<file path="config.mk">
export PLATFORM = sky130hd
export DESIGN_NAME = shift_exec_stage
export DESIGN_NICKNAME = d
export VERILOG_FILES = /design/src/rtl/shift_exec_stage.sv
export SDC_FILE = /design/constraint.sdc
export NUM_CORES = 1
export LEC_CHECK = 0
export BUFFER_PORTS_ARGS = -buffer_cell sky130_fd_sc_hd__buf_4
export CAP_MARGIN = 40
export CORE_ASPECT_RATIO = 0.75
export CORE_MARGIN = 4
export CORE_UTILIZATION = 30
export CTS_CLUSTER_DIAMETER = 150
export CTS_CLUSTER_SIZE = 12
export DETAILED_ROUTE_END_ITERATION = 6
export GPL_TIMING_DRIVEN = 0
export HOLD_SLACK_MARGIN = 0.1
export PLACE_DENSITY = 0.43
export SYNTH_ARGS = -nofsm -noshare
export SYNTH_HDL_FRONTEND = slang
export SYNTH_SLANG_ARGS = --single-unit
</file>
<file path="constraint.sdc">
create_clock -name clk -period 4.3 [get_ports clk]
set_input_delay 0.43 -clock clk [delete_from_list [all_inputs] [get_ports clk]]
set_output_delay 0.43 -clock clk [all_outputs]
set_load 0.005 [all_outputs]
</file>
<file path="src/rtl/shift_exec_stage.sv">
// RV64 execute-stage shift unit: SLL/SRL/SRA and W-variants with one-cycle latency,
// valid/ready handshakes, a main output register plus one skid entry, and pipeline flush.
module shift_exec_stage #(
  parameter int XLEN    = 64,
  parameter int SHAMT_W = 6,
  parameter int RD_W    = 5
) (
  input  logic            clk,
  input  logic            rst,
  input  logic            flush,
  input  logic            in_valid,
  output logic            in_ready,
  input  logic [2:0]      in_op,
  input  logic [XLEN-1:0] in_rs1,
  input  logic [XLEN-1:0] in_rs2,
  input  logic [RD_W-1:0] in_rd,
  output logic            out_valid,
  input  logic            out_ready,
  output logic [XLEN-1:0] out_result,
  output logic [RD_W-1:0] out_rd,
  output logic            out_err
);

  localparam logic [2:0] OP_SLL  = 3'b000;
  localparam logic [2:0] OP_SRL  = 3'b001;
  localparam logic [2:0] OP_SRA  = 3'b010;
  localparam logic [2:0] OP_SLLW = 3'b100;
  localparam logic [2:0] OP_SRLW = 3'b101;
  localparam logic [2:0] OP_SRAW = 3'b110;

  logic [XLEN-1:0] calc_result;
  logic            calc_err;
  logic [31:0]     word;

  logic            skid_valid;
  logic [XLEN-1:0] skid_result;
  logic [RD_W-1:0] skid_rd;
  logic            skid_err;

  logic            accept;
  logic            drain;

  // Shift amounts above the low 6 bits never matter.
  logic unused_rs2;
  assign unused_rs2 = ^in_rs2[XLEN-1:SHAMT_W];

  // W ops shift the low word and sign-extend the 32-bit result from bit 31.
  always_comb begin
    calc_result = '0;
    calc_err    = 1'b0;
    word        = '0;
    case (in_op)
      OP_SLL:  calc_result = in_rs1 << in_rs2[SHAMT_W-1:0];
      OP_SRL:  calc_result = in_rs1 >> in_rs2[SHAMT_W-1:0];
      OP_SRA:  calc_result = $signed(in_rs1) >>> in_rs2[SHAMT_W-1:0];
      OP_SLLW: begin
        word        = in_rs1[31:0] << in_rs2[4:0];
        calc_result = {{(XLEN-32){word[31]}}, word};
      end
      OP_SRLW: begin
        word        = in_rs1[31:0] >> in_rs2[4:0];
        calc_result = {{(XLEN-32){word[31]}}, word};
      end
      OP_SRAW: begin
        word        = $signed(in_rs1[31:0]) >>> in_rs2[4:0];
        calc_result = {{(XLEN-32){word[31]}}, word};
      end
      default: calc_err = 1'b1;
    endcase
  end

  assign in_ready = !skid_valid;
  assign accept   = in_valid && in_ready;
  assign drain    = out_valid && out_ready;

  // Accept while skid is full is impossible, so a drain with a full skid never sees a new op.
  always_ff @(posedge clk) begin
    if (rst) begin
      out_valid   <= 1'b0;
      out_result  <= '0;
      out_rd      <= '0;
      out_err     <= 1'b0;
      skid_valid  <= 1'b0;
      skid_result <= '0;
      skid_rd     <= '0;
      skid_err    <= 1'b0;
    end else if (flush) begin
      out_valid  <= 1'b0;
      skid_valid <= 1'b0;
    end else if (drain) begin
      if (skid_valid) begin
        out_result <= skid_result;
        out_rd     <= skid_rd;
        out_err    <= skid_err;
        skid_valid <= 1'b0;
      end else if (accept) begin
        out_result <= calc_result;
        out_rd     <= in_rd;
        out_err    <= calc_err;
      end else begin
        out_valid <= 1'b0;
      end
    end else if (!out_valid) begin
      if (accept) begin
        out_valid  <= 1'b1;
        out_result <= calc_result;
        out_rd     <= in_rd;
        out_err    <= calc_err;
      end
    end else if (accept) begin
      skid_valid  <= 1'b1;
      skid_result <= calc_result;
      skid_rd     <= in_rd;
      skid_err    <= calc_err;
    end
  end

endmodule

</file>
; ---- Word-level counts from Yosys, hierarchy flattened
; Cells that the tools add are included.
; W data, S select, Z words.
[totals]
out_inout_bits = 72
regBits = 142
inputBits = 141
elab_cells = 54
[classes]
n_eq_ne = 8
shifts = 6
bitwise = 2
reduce_logical = 11
mux = 19
[op_table]
columns = op, count
row1 = $pmux W64 S6, 1
row2 = $mux W64, 4
row3 = $shl A64 B6 Y64, 1
row4 = $shr A64 B6 Y64, 1
row5 = $sshr A64 B6 Y64, 1
row6 = $shl A32 B5 Y32, 1
row7 = $shr A32 B5 Y32, 1
row8 = $sshr A32 B5 Y32, 1
row9 = $mux W5, 4
row10 = $mux W1, 10
row11 = $eq A3 B3 Y1 const B, 3
row12 = $reduce_and A2 Y1, 3
row13 = $reduce_or A6 Y1, 1
row14 = $ne A2 B2 Y1 const B, 2
row15 = $reduce_and A4 Y1, 1
row16 = $eq A3 B1 Y1 const B, 1
row17 = $eq A3 B2 Y1 const B, 1
row18 = $logic_not A3 Y1, 1
row19 = $reduce_or A3 Y1, 1
row20 = $logic_and A1 B1 Y1, 2
row21 = $ne A2 B1 Y1 const B, 1
row22 = $not A1 Y1, 2
row23 = $reduce_or A2 Y1, 1
row24 = $logic_not A1 Y1, 1

; ---- Longest topological paths before layout
[depth]
word_depth = 6
depth_mapped = 13
depth_no_buf = 7

; ---- Worst setup path before layout
; OpenSTA, ideal clock, no wires.
[synth_timing]
path_type = input to register
start = in in_rs2[2]
end = reg out_result[21]
path_stages = 12
t_arrival_ns = 2.638
required_time_ns = 4.160
slack_ns = 1.522
setup_time_ns = 0.140
n_path_buf = 5
path_cell_list = buf_4 > buf_6 > buf_2 > buf_2 > buf_2 > mux4_2 > mux2i_1 > nor2_1 > a21oi_1 > o22ai_1 > a211oi_1 > a21oi_1
[synth_via]
elab_chain_len = 5
elab_cells_between_ends = 11
cone_classes = shift (6) / mux (5)
[synth_rtl]
columns = item, line
row1 = start: declaration, 15  ; input logic [XLEN-1:0] in_rs2,
row2 = "$sshr A64 B6 Y64, or another cell as far along", 55  ; OP_SRA: calc_result = $signed(in_rs1) >>> in_rs2[SHAMT_W-1:0];
row3 = $pmux W64 S6 (*), 52  ; case (in_op)
row4 = $mux W64 (*), "96, 104"
row5 = "$mux W64, on equally long branches", "103, 91"
row6 = $mux W64 (*), 90  ; end else if (drain) begin
row7 = end signal: assignment, 92  ; out_result <= skid_result;
row8 = end signal: assignment, 97  ; out_result <= calc_result;
row9 = end signal: assignment, 106  ; out_result <= calc_result;
row10 = end: declaration, 19  ; output logic [XLEN-1:0] out_result,
; Mark *: on every way between the ends. The rest lies on a longest branch, timed or not. The select of a mux whose other input is x is not followed.
; A chain may end at the register's enable or synchronous reset.

; ---- Worst setup path in the final report
[layout_timing]
start = in in_rs2[4]
end = reg out_result[10]
; Same word-level chain as after synthesis.

==> out/results.ini <==
[outcome]
status = finished with violations
violations = design-rule violations, negative setup slack

[setup_path]
rr_worst_depth = 7
startpoint_type = input port
end_kind = register
critPathSlowestCell = buf_2
crit_family = buffers and inverters
rrSetupSlack_ns = 1.47
path_cells = clkbuf_1 -> buf_2 -> buf_2 -> buf_2 -> clkbuf_1 -> buf_8 -> clkbuf_1 -> buf_8 -> nor3_1 -> a21oi_1 -> nor2_1 -> nor4_2 -> buf_2 -> a21oi_1
crit_top_cell = buf_2
critPathRequiredTime_ns = 4.65
max_stage_delay_ns = 0.54
cp.arrival_ns = 4.80
cp_max_fo = 10
timing_worst_setup_path_type = in2reg
path_buf_inv = 9
timing.rr.start = skid_valid
reg2reg_to = skid_result[21]

[placement]
place_inst = 3013
io_buffers = 146
preCtsSetupSlack_ns = -0.4134
dp_hpwl_um = 115000
gp_congestion = 1.148
place_area_mm2 = 0.02006

[worst_hold_path]
hp-start = flush
min_path_type = in2reg
worstHoldEndpoint = out_valid
whs_path_depth = 2

[timing]
period_share_pct = 103.4
period_minus_slack_ns = 4.448
worst_pin_slew_ns = 1.169
final-hold-violation-count = 0
max_freq_mhz = 224.8
slew_headroom_pct = 22.08
rsz0062_at_grt = false
clock_skew_ns = 0.008192
setup_ws_ns = -0.1476
final_max_slew_viol_count = 0
finalSetupViolCount = 10

[drt]
ant_nets = 0
wl_per_cell_um = 46.06
drt-pass1-iter-count = 7
vias = 23043
routed_wl_um = 140500
viasPerCell = 7.553
remaining_drc_errors = 12
drt_iter0_drc = 4600

[synthesis]
synth.mux.area_fraction_pct = 31.70
synthAdderAreaFrac_pct = 0
synth_top_family_by_area = multiplexers
async_reset_ff_share_pct = 0
synth_fp_nets = 2174
seq_area_frac_synth_pct = 16.75
synth_seq_cells = 142
synth_xor_xnor_area_share_pct = 0.1032
avgSynthCellArea_um2 = 8.346
synth_cells = 2033
yosysUniqueCellTypes = 92
yosysWarnings = 0
synth_flop_cell = dfxtp_1
synth_edf_count = 0
synth_compound_area_share_pct = 28.17
synth-simple-area-share_pct = 16.64
syn_area_mm2 = 0.01697

[cts]
cts_buffers = 25
cts.clk_slew.worst_paths_ns = 0.06
cts_setup_buffers = 0
ctsResizeCount = 0
cts-root-buf = clkbuf_16
cts_tree = built
cts-hold-fix-buffers = 0
ctsLongestPathBuffers = 3
cts_max_level = 4
worst_skew_pair.late_latency_ns = 0.48
cts_sinks = 142

[grt]
grt_max_degree = 15
grt_overflow = 0
grt_usage_pct = 44.60
grt_pass1_wl_um = 186600
grt_pass1_vias = 21044
antenna_found_initial = 6

[pwr]
p_leak_nw = 7.723
vdd_drop_max_uv = 228.0
p_total_mw = 6.143
p_per_area_mw_per_mm2 = 294.8

[cells_and_area]
syn_to_final_growth_pct = 22.80
final_cells = 3051
final_cell_area_mm2 = 0.02084
most-common-layout-cells = 202 x buf_4, 190 x nand2_1, 181 x a21oi_1, 166 x o21ai_0, 150 x nor2_1
final_common_cell = buf_4
nets = 2453
final_layout_size_suffix_gt1_share_pct = 27.22

[floorplanning]
die_y_um = 214.0
die_x_um = 282.6
die_area_mm2 = 0.06047
rows = 75
io_pins = 213
start_util_pct = 30.34
coreArea_mm2 = 0.05593

[flow_run]
drv_cap = 0

==> worst max path at each step <==
stage / startpoint / endpoint / slack [ns] / cells after the start
after floorplan: in_rs2[2] / out_result[21] / 1.52 / 12
after global placement: in_rs2[4] / out_result[10] / -1.45 / 11
after detailed placement: in_rs2[4] / out_result[10] / -0.41 / 14
after CTS: in_rs2[4] / skid_result[10] / 0.08 / 14
after global routing: in_rs2[2] / skid_result[12] / 0.03 / 12
final: in_rs2[4] / out_result[10] / -0.15 / 14
==> Yosys cell counts, types with 15 or more instances <==
library cell / n / area [µm²]
o22ai_1: 51 / 319.1
nor2b_1: 15 / 93.84
mux2_2: 78 / 878.3
mux2i_1: 114 / 1141
o211ai_1: 34 / 255.2
nand2_1: 190 / 713.2
nor3_1: 78 / 390.4
a31oi_1: 17 / 106.4
clkbuf_1: 125 / 469.2
nor2_1: 150 / 563.0
a221oi_1: 17 / 148.9
nand2b_1: 16 / 100.1
o221ai_1: 48 / 420.4
buf_2: 55 / 275.3
dfxtp_1: 142 / 2843
nor4_1: 15 / 93.84
mux4_2: 148 / 3333
o21ai_0: 166 / 830.8
a21oi_1: 182 / 910.9
a22oi_1: 23 / 172.7
a22o_1: 15 / 131.4
a211oi_1: 29 / 217.7
nand3_1: 29 / 145.1
buf_4: 15 / 112.6
==> worst reg2reg max path, cell delays in order (launching register included) <==
cell and delay [ns]:
dfxtp_1 0.34, inv_1 0.10, nand2_1 0.22, nor3_1 0.25
clkbuf_1 0.41, clkbuf_1 0.68, clkbuf_1 0.54, a21oi_1 0.15
==> power breakdown <==
group,internal [mW],total [mW],switching [mW]
Combinational,0.901,2.87,1.97
Clock,1.21,1.85,0.639
Sequential,1.37,1.42,0.0427
==> cell type report <==
class | count | area (µm²)
clock buffer | 32 | 721.9
timing repair buffer | 252 | 2142
clock inverter | 1 | 30.03
multi-input combinational | 1655 | 13050
inverter | 14 | 52.55
tap | 731 | 914.6
buffer | 222 | 1074
sequential | 142 | 2843
antenna | 2 | 5.005
fill | 5847 | 35090
==> registers in the layout, summed over array words and instances, names as in the netlist <==
signal,cells
out_valid,1
skid_valid,1
out_result,64
skid_err,1
skid_rd,5
skid_result,64
out_rd,5
out_err,1
==> cell families (layout without fill, tap and decap cells) <==
kind of cell | Yosys count | in the layout
multiplexers | 341 | 341
XOR/XNOR | 2 | 2
other | 0 | 2
buffers and inverters | 236 | 521
AO/OA/AOI/OAI | 727 | 727
AND/OR/NAND/NOR | 585 | 585
flip-flops | 142 | 142
==> per-stage QoR <==
stage               utilization (%)  TNS (ns)  hold slack [ns]
floorplan                         -         0           0.4364
global placement              33.93    -58.72           0.4437
detailed placement            35.86    -3.599           0.4498
CTS                           37.20         0           0.1395
global route                  37.25         0           0.1438
finish                        37.26   -0.9710           0.1546
==> routing by layer <==
| metal | vias to the layer above | GRT usage, % | part of all wire [%] |
|---|---|---|---|
| met5 | - | 1.683 | 0.10 |
| met4 | 8 | 16.08 | 5.0 |
| met3 | 440 | 28.61 | 19 |
| met2 | 2355 | 54.05 | 36 |
| met1 | 11636 | 61.90 | 40 |
| li1 | 8604 | - | - |
Note: power is estimated with default switching activity, not from simulation.
